File: config.mk
export PLATFORM = sky130hd
export DESIGN_NAME = bcd_down_counter_flat
export DESIGN_NICKNAME = d
export VERILOG_FILES = /design/src/rtl/bcd_pkg.sv /design/src/rtl/bcd_down_counter_if.sv /design/src/rtl/bcd_digit_dec.sv /design/src/rtl/bcd_down_counter.sv /design/src/flat_wrapper.sv
export SDC_FILE = /design/constraint.sdc
export NUM_CORES = 1
export LEC_CHECK = 0
export CORE_MARGIN = 10
export CORE_UTILIZATION = 35
export CTS_BUF_LIST = sky130_fd_sc_hd__clkbuf_16
export CTS_CLUSTER_DIAMETER = 200
export DETAILED_ROUTE_END_ITERATION = 8
export GPL_ROUTABILITY_DRIVEN = 0
export GPL_TIMING_DRIVEN = 0
export SYNTH_ARGS = -nofsm -noshare
export SYNTH_HDL_FRONTEND = slang
export SYNTH_SLANG_ARGS = --single-unit
File: constraint.sdc
create_clock -name clk -period 3.55 [get_ports clk]
set_input_delay 0.71 -clock clk [delete_from_list [all_inputs] [get_ports clk]]
set_output_delay 0.71 -clock clk [all_outputs]
set_load 0.01 [all_outputs]
File: src/rtl/bcd_pkg.sv
`default_nettype none
// ============================================================================
// Module   : bcd_pkg
// Purpose  : Shared definitions for the BCD countdown counter:
//            the largest decimal digit value, the FSM state type and a
//            digit legality/clamp helper used on the load path.
// Ports    : none (package)
// Revision : 1.0 - initial release
// ============================================================================
package bcd_pkg;

    localparam logic [3:0] BCD_MAX = 4'd9;

    typedef enum logic [1:0] {
        IDLE = 2'd0,
        RUN  = 2'd1,
        DONE = 2'd2
    } state_t;

    // Returns {illegal, sanitised_digit}: a digit above 'max' is clamped to
    // 'max' and flagged, any other digit passes through unflagged.
    function automatic logic [4:0] bcd_clamp(input logic [3:0] digit,
                                             input logic [3:0] max);
        if (digit > max) begin
            return {1'b1, max};
        end
        return {1'b0, digit};
    endfunction

endpackage
`default_nettype wire

File: src/rtl/bcd_down_counter_if.sv
`default_nettype none
// ============================================================================
// Module   : bcd_down_counter_if
// Purpose  : Control/status bundle of the BCD countdown counter.
// Ports    : master - drives load/load_val/start/stop/tick/wrap_en,
//                     observes count/running/done/tc/load_err
//            slave  - the counter side of the same signals
// Revision : 1.0 - initial release
// ============================================================================
interface bcd_down_counter_if #(
    parameter int DIGITS = 2
);
    logic                  load;
    logic [4*DIGITS-1:0]   load_val;
    logic                  start;
    logic                  stop;
    logic                  tick;
    logic                  wrap_en;
    logic [4*DIGITS-1:0]   count;
    logic                  running;
    logic                  done;
    logic                  tc;
    logic                  load_err;

    modport master (
        output load, load_val, start, stop, tick, wrap_en,
        input  count, running, done, tc, load_err
    );

    modport slave (
        input  load, load_val, start, stop, tick, wrap_en,
        output count, running, done, tc, load_err
    );
endinterface
`default_nettype wire

File: src/rtl/bcd_digit_dec.sv
`default_nettype none
// ============================================================================
// Module   : bcd_digit_dec
// Purpose  : One-digit combinational BCD decrement, chained through borrow.
// Ports    : digit      in  4  current digit
//            borrow_in  in  1  decrement request from the lower digit
//            max        in  4  value a digit takes when it underflows
//            digit_next out 4  decremented (or unchanged) digit
//            borrow_out out 1  this digit underflowed, borrow from the next
//            is_zero    out 1  current digit is zero
// Revision : 1.0 - initial release
// ============================================================================
module bcd_digit_dec
    import bcd_pkg::*;
(
    input  wire logic [3:0] digit,
    input  wire logic       borrow_in,
    input  wire logic [3:0] max,
    output logic      [3:0] digit_next,
    output logic            borrow_out,
    output logic            is_zero
);
    logic w_zero;

    assign w_zero     = (digit == 4'd0);
    assign is_zero    = w_zero;
    assign borrow_out = borrow_in & w_zero;

    always_comb begin
        digit_next = digit;
        if (borrow_in) begin
            digit_next = w_zero ? max : (digit - 4'd1);
        end
    end
endmodule
`default_nettype wire

File: src/rtl/bcd_down_counter.sv
`default_nettype none
// ============================================================================
// Module   : bcd_down_counter
// Purpose  : Registered N-digit BCD countdown timer with run control,
//            reload-on-underflow and terminal-count signalling.
// Ports    : clk  in  1  system clock, rising edge
//            rst  in  1  asynchronous active-high reset
//            bus  slave modport of bcd_down_counter_if
//                 (load/load_val/start/stop/tick/wrap_en in,
//                  count/running/done/tc/load_err out)
// Revision : 1.0 - initial release
// ============================================================================
module bcd_down_counter
    import bcd_pkg::*;
#(
    parameter int DIGITS  = 2,
    parameter int MSD_MAX = 5
)(
    input  wire logic         clk,
    input  wire logic         rst,
    bcd_down_counter_if.slave bus
);
    localparam int         c_width   = 4 * DIGITS;
    localparam logic [3:0] c_msd_max = 4'(MSD_MAX);

    logic [c_width-1:0] r_count;
    logic [c_width-1:0] r_reload;
    state_t             r_state;
    logic               r_tc;
    logic               r_load_err;

    logic [c_width-1:0] w_load_clean;
    logic [c_width-1:0] w_dec;
    logic [DIGITS-1:0]  w_load_bad;
    logic [DIGITS-1:0]  w_digit_zero;
    logic [DIGITS:0]    w_borrow;
    logic               w_count_zero;

    // A constant borrow into digit 0 makes the chain a plain "minus one".
    assign w_borrow[0] = 1'b1;

    for (genvar gi = 0; gi < DIGITS; gi++) begin : g_digit
        // Only the most-significant digit has a reduced ceiling.
        localparam logic [3:0] c_lim = (gi == DIGITS - 1) ? c_msd_max : BCD_MAX;
        logic [4:0] w_clamp;

        assign w_clamp                  = bcd_clamp(bus.load_val[4*gi +: 4], c_lim);
        assign w_load_clean[4*gi +: 4]  = w_clamp[3:0];
        assign w_load_bad[gi]           = w_clamp[4];

        bcd_digit_dec u_dec (
            .digit      (r_count[4*gi +: 4]),
            .borrow_in  (w_borrow[gi]),
            .max        (c_lim),
            .digit_next (w_dec[4*gi +: 4]),
            .borrow_out (w_borrow[gi+1]),
            .is_zero    (w_digit_zero[gi])
        );
    end

    assign w_count_zero = &w_digit_zero;

    always_ff @(posedge clk or posedge rst) begin
        if (rst) begin
            r_count    <= '0;
            r_reload   <= '0;
            r_state    <= IDLE;
            r_tc       <= 1'b0;
            r_load_err <= 1'b0;
        end else begin
            r_tc       <= 1'b0;
            r_load_err <= 1'b0;
            if (bus.load) begin
                r_count    <= w_load_clean;
                r_reload   <= w_load_clean;
                r_state    <= IDLE;
                r_load_err <= |w_load_bad;
            end else if (bus.stop) begin
                if (r_state == RUN) begin
                    r_state <= IDLE;
                end
            end else if (bus.start) begin
                case (r_state)
                    IDLE: r_state <= (!w_count_zero || bus.wrap_en) ? RUN : DONE;
                    DONE: begin
                        if (bus.wrap_en) begin
                            r_state <= RUN;
                            r_count <= r_reload;
                        end
                    end
                    default: r_state <= r_state;
                endcase
            end else if (bus.tick && (r_state == RUN)) begin
                // A borrow out of the MSD means the count is already zero;
                // the chain result is meaningless then and is not used.
                if (!w_borrow[DIGITS]) begin
                    r_count <= w_dec;
                    if (w_dec == '0) begin
                        r_tc <= 1'b1;
                        if (!bus.wrap_en) begin
                            r_state <= DONE;
                        end
                    end
                end else if (bus.wrap_en) begin
                    r_count <= r_reload;
                end else begin
                    r_state <= DONE;
                end
            end
        end
    end

    assign bus.count    = r_count;
    assign bus.running  = (r_state == RUN);
    assign bus.done     = (r_state == DONE);
    assign bus.tc       = r_tc;
    assign bus.load_err = r_load_err;
endmodule
`default_nettype wire

File: src/flat_wrapper.sv
// flat-port wrapper written by rule: the top's interface ports become plain ports
module bcd_down_counter_flat import bcd_pkg::*;
#(
    parameter int DIGITS  = 2,
    parameter int MSD_MAX = 5
)
  (clk, rst, bus_load, bus_load_val, bus_start, bus_stop, bus_tick, bus_wrap_en, bus_count, bus_running, bus_done, bus_tc, bus_load_err);
  bcd_down_counter_if #(.DIGITS(DIGITS)) bus_i ();
  input  wire logic clk;
  input  wire logic rst;
  input wire logic [$bits(bus_i.load)-1:0] bus_load;
  input wire logic [$bits(bus_i.load_val)-1:0] bus_load_val;
  input wire logic [$bits(bus_i.start)-1:0] bus_start;
  input wire logic [$bits(bus_i.stop)-1:0] bus_stop;
  input wire logic [$bits(bus_i.tick)-1:0] bus_tick;
  input wire logic [$bits(bus_i.wrap_en)-1:0] bus_wrap_en;
  output wire logic [$bits(bus_i.count)-1:0] bus_count;
  output wire logic [$bits(bus_i.running)-1:0] bus_running;
  output wire logic [$bits(bus_i.done)-1:0] bus_done;
  output wire logic [$bits(bus_i.tc)-1:0] bus_tc;
  output wire logic [$bits(bus_i.load_err)-1:0] bus_load_err;
  assign bus_i.load = bus_load;
  assign bus_i.load_val = bus_load_val;
  assign bus_i.start = bus_start;
  assign bus_i.stop = bus_stop;
  assign bus_i.tick = bus_tick;
  assign bus_i.wrap_en = bus_wrap_en;
  assign bus_count = bus_i.count;
  assign bus_running = bus_i.running;
  assign bus_done = bus_i.done;
  assign bus_tc = bus_i.tc;
  assign bus_load_err = bus_i.load_err;
  bcd_down_counter #(.DIGITS(DIGITS), .MSD_MAX(MSD_MAX)) u_core (.clk(clk), .rst(rst), .bus(bus_i));
endmodule
== Yosys cells after proc, flatten, opt, wreduce, memory -nomap -nowiden ==
Cells that the tools add are included.
Word-level totals
  input port bits: 15
  output and inout port bits: 12
  flip-flop bits (word level): 20
  logic and storage cells: 65
Cells by class
  reduce and logical (&&, ||, !) cells: 14
  bitwise operators: 1
  $lt $le $gt $ge: 2
  eq/ne operators: 7
  $add $sub $neg: 2
  mux-type cells: 34
Operators with widths (number)
  $mux W8: 7
  $mux W2: 10
  $mux W5: 4
  $mux W4: 3
  $mux W1: 9
  $logic_not A4 Y1: 2
  $logic_not A8 Y1: 1
  $sub A4 B1 Y4 const B: 2
  $ne A3 B2 Y1 const B: 2
  $ne A5 B2 Y1 const B: 1
  $ne A5 B5 Y1 const B: 1
  $reduce_and A5 Y1: 1
  $reduce_bool A5 Y1: 1
  $gt A4 B3 Y1 const B: 1
  $gt A4 B4 Y1 const B: 1
  $pmux W2 S2: 1
  $reduce_bool A4 Y1: 1
  $reduce_and A3 Y1: 1
  $reduce_bool A3 Y1: 1
  $eq A2 B1 Y1 const B: 1
  $eq A2 B2 Y1 const B: 1
  $logic_not A2 Y1: 1
  $ne A2 B2 Y1 const B: 1
  $reduce_and A2 Y1: 1
  5 further kinds: 5

== Longest topological paths before layout ==
Gate-level depths: netlist of the first run.
  depth after elaboration: 10
  gate-level depth with buffers: 6
  gate-level depth less buffers: 4

== By module ==
Synthesis of the first run repeated with hierarchy kept, for this count alone.
Second synthesis, totals
  cell total of the unflattened synthesis: 164
  area total of the unflattened synthesis: 1493.9 um^2
By module, submodules not included
  bcd_down_counter: cells an instance 120, times used 1, area each 1196.1 um^2, seq. area each 500.5 um^2
  bcd_digit_dec: cells an instance 22, times used 2, area each 148.9 um^2, seq. area each 0.0 um^2

== Least setup slack after synthesis of the first run ==
Ideal clock, no wire load.
  kind: input port to flip-flop
  start: input port bus_start
  end: register u_core.r_count[0] (netlist: u_core.bus.count[0])
  stages on the path: 5
  buffers on the path: 1
  library setup time: 0.104 ns
  arrival: 1.709 ns
  slack: 1.738 ns
  data required time: 3.446 ns
  path through: buf_6 > and4bb_1 > a211oi_4 > nor3_1 > a221oi_1
Between the ends
  cells in the longest elaborated chain, start to end: 3
  elaborated cells on any way between the ends: 6
  those cells by class: eq/ne: 1; mux: 3; reduce/logical: 2
RTL lines
  start: declaration: line flat_wrapper.sv:13  | input wire logic [$bits(bus_i.start)-1:0] bus_start;
  $mux W8: line bcd_down_counter.sv:82  | end else if (bus.start) begin
  $mux W8: line bcd_down_counter.sv:78  | end else if (bus.stop) begin
  $mux W8: line bcd_down_counter.sv:73  | if (bus.load) begin
  end signal: assignment: line bcd_down_counter.sv:74  | r_count <= w_load_clean;
  end signal: assignment: line bcd_down_counter.sv:88  | r_count <= r_reload;
  end signal: assignment: line bcd_down_counter.sv:97  | r_count <= w_dec;
  end: declaration: line bcd_down_counter.sv:26  | logic [c_width-1:0] r_count;
Parallel ways exist; a longest one is shown, timed or not. The select of a mux whose other input is x is not followed.
A chain may end at the register's enable or synchronous reset.

== Worst setup path in the final report of the first run ==
  start: input port bus_stop
  end: register u_core.r_count[0] (netlist: u_core.bus.count[0])
Between the ends
  cells in the longest elaborated chain, start to end: 2
RTL lines
  start: declaration: line flat_wrapper.sv:14  | input wire logic [$bits(bus_i.stop)-1:0] bus_stop;
  $ne A2 B2 Y1 (no line)
  $reduce_and A3 Y1 (no line)
No other way between the ends.

==> impl_metrics.env, run 1 <==
export IMPL_leakage_nw=0.711
export IMPL_timing_max_cap_violations=0
export IMPL_hpwl_mm=2.98
export IMPL_async_flop_share=1.00
export IMPL_critical_path_max_stage_delay_ps=600
export IMPL_drive_gt1_frac=0.105
export IMPL_clock_sinks=20
export IMPL_grt_use_total=0.110
export IMPL_final_common_cell="clkdlybuf4s50_1"
export IMPL_path_cells="clkdlybuf4s50_1 -> and4bb_1 -> a211oi_4 -> nor3_1 -> a221oi_1"
export IMPL_fillers=375
export IMPL_synth_nets=167
export IMPL_portBuffers=26
export IMPL_holdWs_ps=485
export IMPL_ys_ff_latch=20
export IMPL_max_slew_margin_rel=0.466
export IMPL_core_area_um2=3740
export IMPL_synth_cell_types=53
export IMPL_final_cell_mix="clkdlybuf4s50_1, dfrtp_1, nand2_1"
export IMPL_syn2layout_area_growth_pct=28.6
export IMPL_crit_slowest_cell="clkdlybuf4s50_1"
export IMPL_die_h_um=82.9
export IMPL_hold_class="reg2reg"
export IMPL_vias=1307
export IMPL_setup_viol=0
export IMPL_cts_hold_buf=0
export IMPL_path_buf_inv=1
export IMPL_crit_required_ps=3680
export IMPL_max_freq_mhz=425
export IMPL_wl_per_cell_um=17.1
export IMPL_setup_tns_final_ps=0
export IMPL_startpoint_type="input pin"
export IMPL_grt_pass1_wl_mm=6.40
export IMPL_overflow=0
export IMPL_cts_root_buf="clkbuf_16"
export IMPL_clockBufferDepth=2
export IMPL_synth_edf_count=0
export IMPL_rows=22
export IMPL_post_cts_buffers=0
export IMPL_setup_ws_ps=1200
export IMPL_vias_per_cell=5.71
export IMPL_power_density_nw_per_um2=391
export IMPL_io_pins=27
export IMPL_synth_area_per_cell_um2=9.10
export IMPL_diodes=0
export IMPL_dieWidth_um=82.9
export IMPL_multi_input_area_um2=786
export IMPL_clock_latency_ps=250
export IMPL_worstSetupPathType="in2reg"
export IMPL_cts_buffers=3
export IMPL_status="finished, final reports clean"
export IMPL_path_clk_slew_ps=60
export IMPL_worst_endpoint_arrival_ps=2490
export IMPL_max_vdd_ir_drop_uv=262
export IMPL_fin_skew_ps=1.93
export IMPL_nets=198
export IMPL_start_util=0.370
export IMPL_first_global_vias=1263
export IMPL_dpl_worst_slack_ps=968
export IMPL_timing_final_crit_share=0.663
export IMPL_register_area_um2=500
export IMPL_tritoncts="done"
export IMPL_rsz0062_at_grt="false"
export IMPL_drt_wl_total_mm=3.93
export IMPL_slew_violations=0
export IMPL_antenna_left=0
export IMPL_syn_cell_area_um2=1380
export IMPL_final_hold_violation_count=0
export IMPL_htreeDepth=1
export IMPL_critPathMaxFanout=8
export IMPL_worstMarginPinSlew_ps=801
export IMPL_post_route_min_period_ps=2350
export IMPL_syn_inst=152
export IMPL_endpoint_kind="flip-flop"
export IMPL_cts_resized=0
export IMPL_antenna_found_initial=0
export IMPL_yosysSeqAreaShare=0.362
export IMPL_die_area_um2=6870
export IMPL_post_route_drc_count=0
export IMPL_dr_pass1_iters=4
export IMPL_yosysWarnings=0
export IMPL_grt_max_degree=21
export IMPL_synthFlopType="dfrtp_1"
export IMPL_path_delay_family="compound AO/OA/AOI/OAI gates"
export IMPL_drt_initial_drc_count=128
metrics by stage:
stage | instances | power [mW] | utilization | instance area, um2
after floorplan | 152 | 0.385 | - | 1380
after global placement | 226 | 0.460 | 0.455 | 1700
after detailed placement | 226 | 0.464 | 0.455 | 1700
after CTS | 229 | 0.696 | 0.475 | 1780
after global routing | 229 | 0.732 | 0.475 | 1780
final | 229 | 0.695 | 0.475 | 1780
flip-flops by register name, indices dropped and copies added, names as in the netlist:
register / cells
u_core.bus.count: 8
u_core.bus.load_err: 1
u_core.bus.tc: 1
u_core.r_reload: 8
u_core.r_state: 2
cells by family (layout without fill, tap and decap cells):
family,after synthesis,count (layout),share of synthesized area
flip-flops,20,20,0.362
AO/OA/AOI/OAI,53,53,0.283
multiplexers,2,2,0.0145
buffers and inverters,17,46,0.0705
AND/OR/NAND/NOR,60,60,0.270
routing by layer:
metal,share of wire,track usage,vias up
met4,0.013,0.0354,0
met1,0.46,0.132,631
met5,0,0,-
met2,0.47,0.179,38
li1,-,-,631
met3,0.053,0.0361,7
worst paths after layout:
check | start | end | slack, ps | cells past startpoint
worst max-delay path | bus_stop | u_core.bus.count[0]$_DFFE_PP0P_ | 1200 | 5
min in group asynchronous | rst | u_core.r_reload[4]$_DFFE_PP0P_ | 910 | 2
worst max register to register | u_core.bus.count[0]$_DFFE_PP0P_ | u_core.bus.count[0]$_DFFE_PP0P_ | 1640 | 5
worst min-delay path | u_core.r_reload[4]$_DFFE_PP0P_ | u_core.r_reload[4]$_DFFE_PP0P_ | 490 | 1
worst min register to register | u_core.r_reload[4]$_DFFE_PP0P_ | u_core.r_reload[4]$_DFFE_PP0P_ | 490 | 1
max in group asynchronous | rst | u_core.bus.load_err$_DFF_PP0_ | 2140 | 2
cell usage after synthesis (3+ instances only):
cell type  number  area [um2]
nand2_1        13        48.8
nor3_1          6        30.0
a21oi_1         8        40.0
nor2b_1         4        25.0
inv_1          10        37.5
a21boi_0        4        30.0
nand3_1         5        25.0
o21ai_0        10        50.1
nand2b_1        3        18.8
dfrtp_1        20         500
nor2_1         11        41.3
nand4_1         3        18.8
o21a_1          3        22.5
power by group:
part           internal [mW]  switching [mW]  leakage, nW  total (mW)
clock network          0.149          0.0848       0.0370       0.234
registers              0.247          0.0266        0.245       0.274
logic                 0.0904          0.0970        0.429       0.187
total                  0.487           0.208        0.711       0.695
layout make-up:
type	instances	share of cell area
Buffer	7	0.0338
Inverter	10	0.0211
Tap cell	48	0.0338
Clock buffer	3	0.0422
Multi-Input combinational cell	115	0.442
Timing Repair Buffer	26	0.146
Sequential cell	20	0.281
(Power assumes the default switching activity.)
==> inputs of run 2 (changes only) <==
==> constraint.sdc (replaced) <==
create_clock -name clk -period 2.05 [get_ports clk]
set_input_delay 0.41 -clock clk [delete_from_list [all_inputs] [get_ports clk]]
set_output_delay 0.41 -clock clk [all_outputs]
set_load 0.01 [all_outputs]
==> impl_metrics.env, run 2 (same netlist as run 1, synthesis figures left out) <==
export IMPL_cts_root_buf="clkbuf_16"
export IMPL_timing_max_cap_violations=0
export IMPL_die_h_um=82.9
export IMPL_drt_initial_drc_count=161
export IMPL_status="finished, final reports clean"
export IMPL_detailed_place_area_um2=1700
export IMPL_clock_sinks=20
export IMPL_startpoint_type="input pin"
export IMPL_core_area_um2=3740
export IMPL_max_vdd_ir_drop_uv=453
export IMPL_post_route_min_period_ps=1990
export IMPL_critPathMaxFanout=8
export IMPL_wl_per_cell_um=17.1
export IMPL_max_freq_mhz=501
export IMPL_clockBufferDepth=2
export IMPL_dr_pass1_iters=4
export IMPL_cts_hold_buf=0
export IMPL_dpl_worst_slack_ps=-232
export IMPL_syn2layout_area_growth_pct=28.6
export IMPL_post_cts_buffers=0
export IMPL_vias_per_cell=5.72
export IMPL_stdcell_area_um2=1780
export IMPL_die_area_um2=6870
export IMPL_leakage_nw=0.711
export IMPL_clock_latency_ps=250
export IMPL_tritoncts="done"
export IMPL_vias=1309
export IMPL_setup_tns_final_ps=0
export IMPL_endpoint_kind="flip-flop"
export IMPL_finalNonFillerCells=229
export IMPL_rsz0062_at_grt="false"
export IMPL_post_route_drc_count=0
export IMPL_timing_final_crit_share=0.973
export IMPL_antenna_found_initial=0
export IMPL_start_util=0.370
export IMPL_antenna_left=0
export IMPL_worstMarginPinSlew_ps=798
export IMPL_crit_required_ps=2180
export IMPL_first_global_vias=1263
export IMPL_io_pins=27
export IMPL_worst_endpoint_arrival_ps=2130
export IMPL_grt_pass1_wl_mm=6.40
export IMPL_drive_gt1_frac=0.105
export IMPL_cts_buffers=3
export IMPL_worstSetupPathType="in2reg"
export IMPL_fin_skew_ps=1.31
export IMPL_rows=22
export IMPL_grt_max_degree=21
export IMPL_max_slew_margin_rel=0.467
export IMPL_path_clk_slew_ps=50
export IMPL_htreeDepth=1
export IMPL_drt_wl_total_mm=3.93
export IMPL_nets=198
export IMPL_setup_viol=0
export IMPL_place_inst=226
export IMPL_cts_resized=0
export IMPL_hpwl_mm=2.98
export IMPL_grt_use_total=0.110
export IMPL_power_density_nw_per_um2=676
export IMPL_final_hold_violation_count=0
export IMPL_dieWidth_um=82.9
export IMPL_fin_util=0.475
export IMPL_final_cell_mix="clkdlybuf4s50_1, dfrtp_1, nand2_1"
export IMPL_portBuffers=26
export IMPL_setup_ws_ps=55.1
export IMPL_overflow=0
export IMPL_diodes=0
export IMPL_final_common_cell="clkdlybuf4s50_1"
export IMPL_hold_class="reg2reg"
export IMPL_slew_violations=0
==> run 2: critical path, cell delays in order <==
cell             delay (ps)
clkdlybuf4s50_1         590
and4bb_1                290
a211oi_4                380
nor3_1                   90
a221oi_1                360
==> run 2: final cells by class <==
class                      instances  area [um2]
multi-input combinational        115         786
fill                             375        1960
inverter                          10        37.5
buffer                             7        60.1
tap                               48        60.1
sequential                        20         500
timing repair buffer              26         260
clock buffer                       3        75.1
==> run 2: worst paths after layout <==
check / startpoint / cells after the start / endpoint / slack (ps)
setup / recovery: bus_stop / 5 / u_core.bus.count[0]$_DFFE_PP0P_ / 60
hold / removal: u_core.r_reload[4]$_DFFE_PP0P_ / 1 / u_core.r_reload[4]$_DFFE_PP0P_ / 490
setup reg to reg: u_core.bus.count[0]$_DFFE_PP0P_ / 5 / u_core.bus.count[0]$_DFFE_PP0P_ / 140
hold reg to reg: u_core.r_reload[4]$_DFFE_PP0P_ / 1 / u_core.r_reload[4]$_DFFE_PP0P_ / 490
max in group asynchronous: rst / 2 / u_core.bus.load_err$_DFF_PP0_ / 940
min in group asynchronous: rst / 2 / u_core.r_reload[4]$_DFFE_PP0P_ / 610
==> run 2: per-layer routing <==
metal  global-route usage  vias to the layer above  part of all wire
met3               0.0361                       11             0.061
met5                    0                        -                 0
met1                0.132                      624              0.45
met2                0.179                       43              0.47
li1                     -                      631                 -
met4               0.0354                        0             0.019
==> run 2: through the flow <==
| stage | hold slack (ps) | total power, mW |
|---|---|---|
| 2_1_floorplan | 374 | 0.667 |
| 3_3_place_gp | 470 | 0.797 |
| 3_5_place_dp | 470 | 0.803 |
| 4_1_cts | 483 | 1.21 |
| 5_1_grt | 498 | 1.27 |
| 6_report | 485 | 1.20 |
==> run 2: power by group <==
group          switching [mW]  total [mW]  internal [mW]  leakage [nW]
sequential             0.0461       0.475          0.428         0.245
combinational           0.168       0.325          0.157         0.429
clock                   0.145       0.403          0.258        0.0370
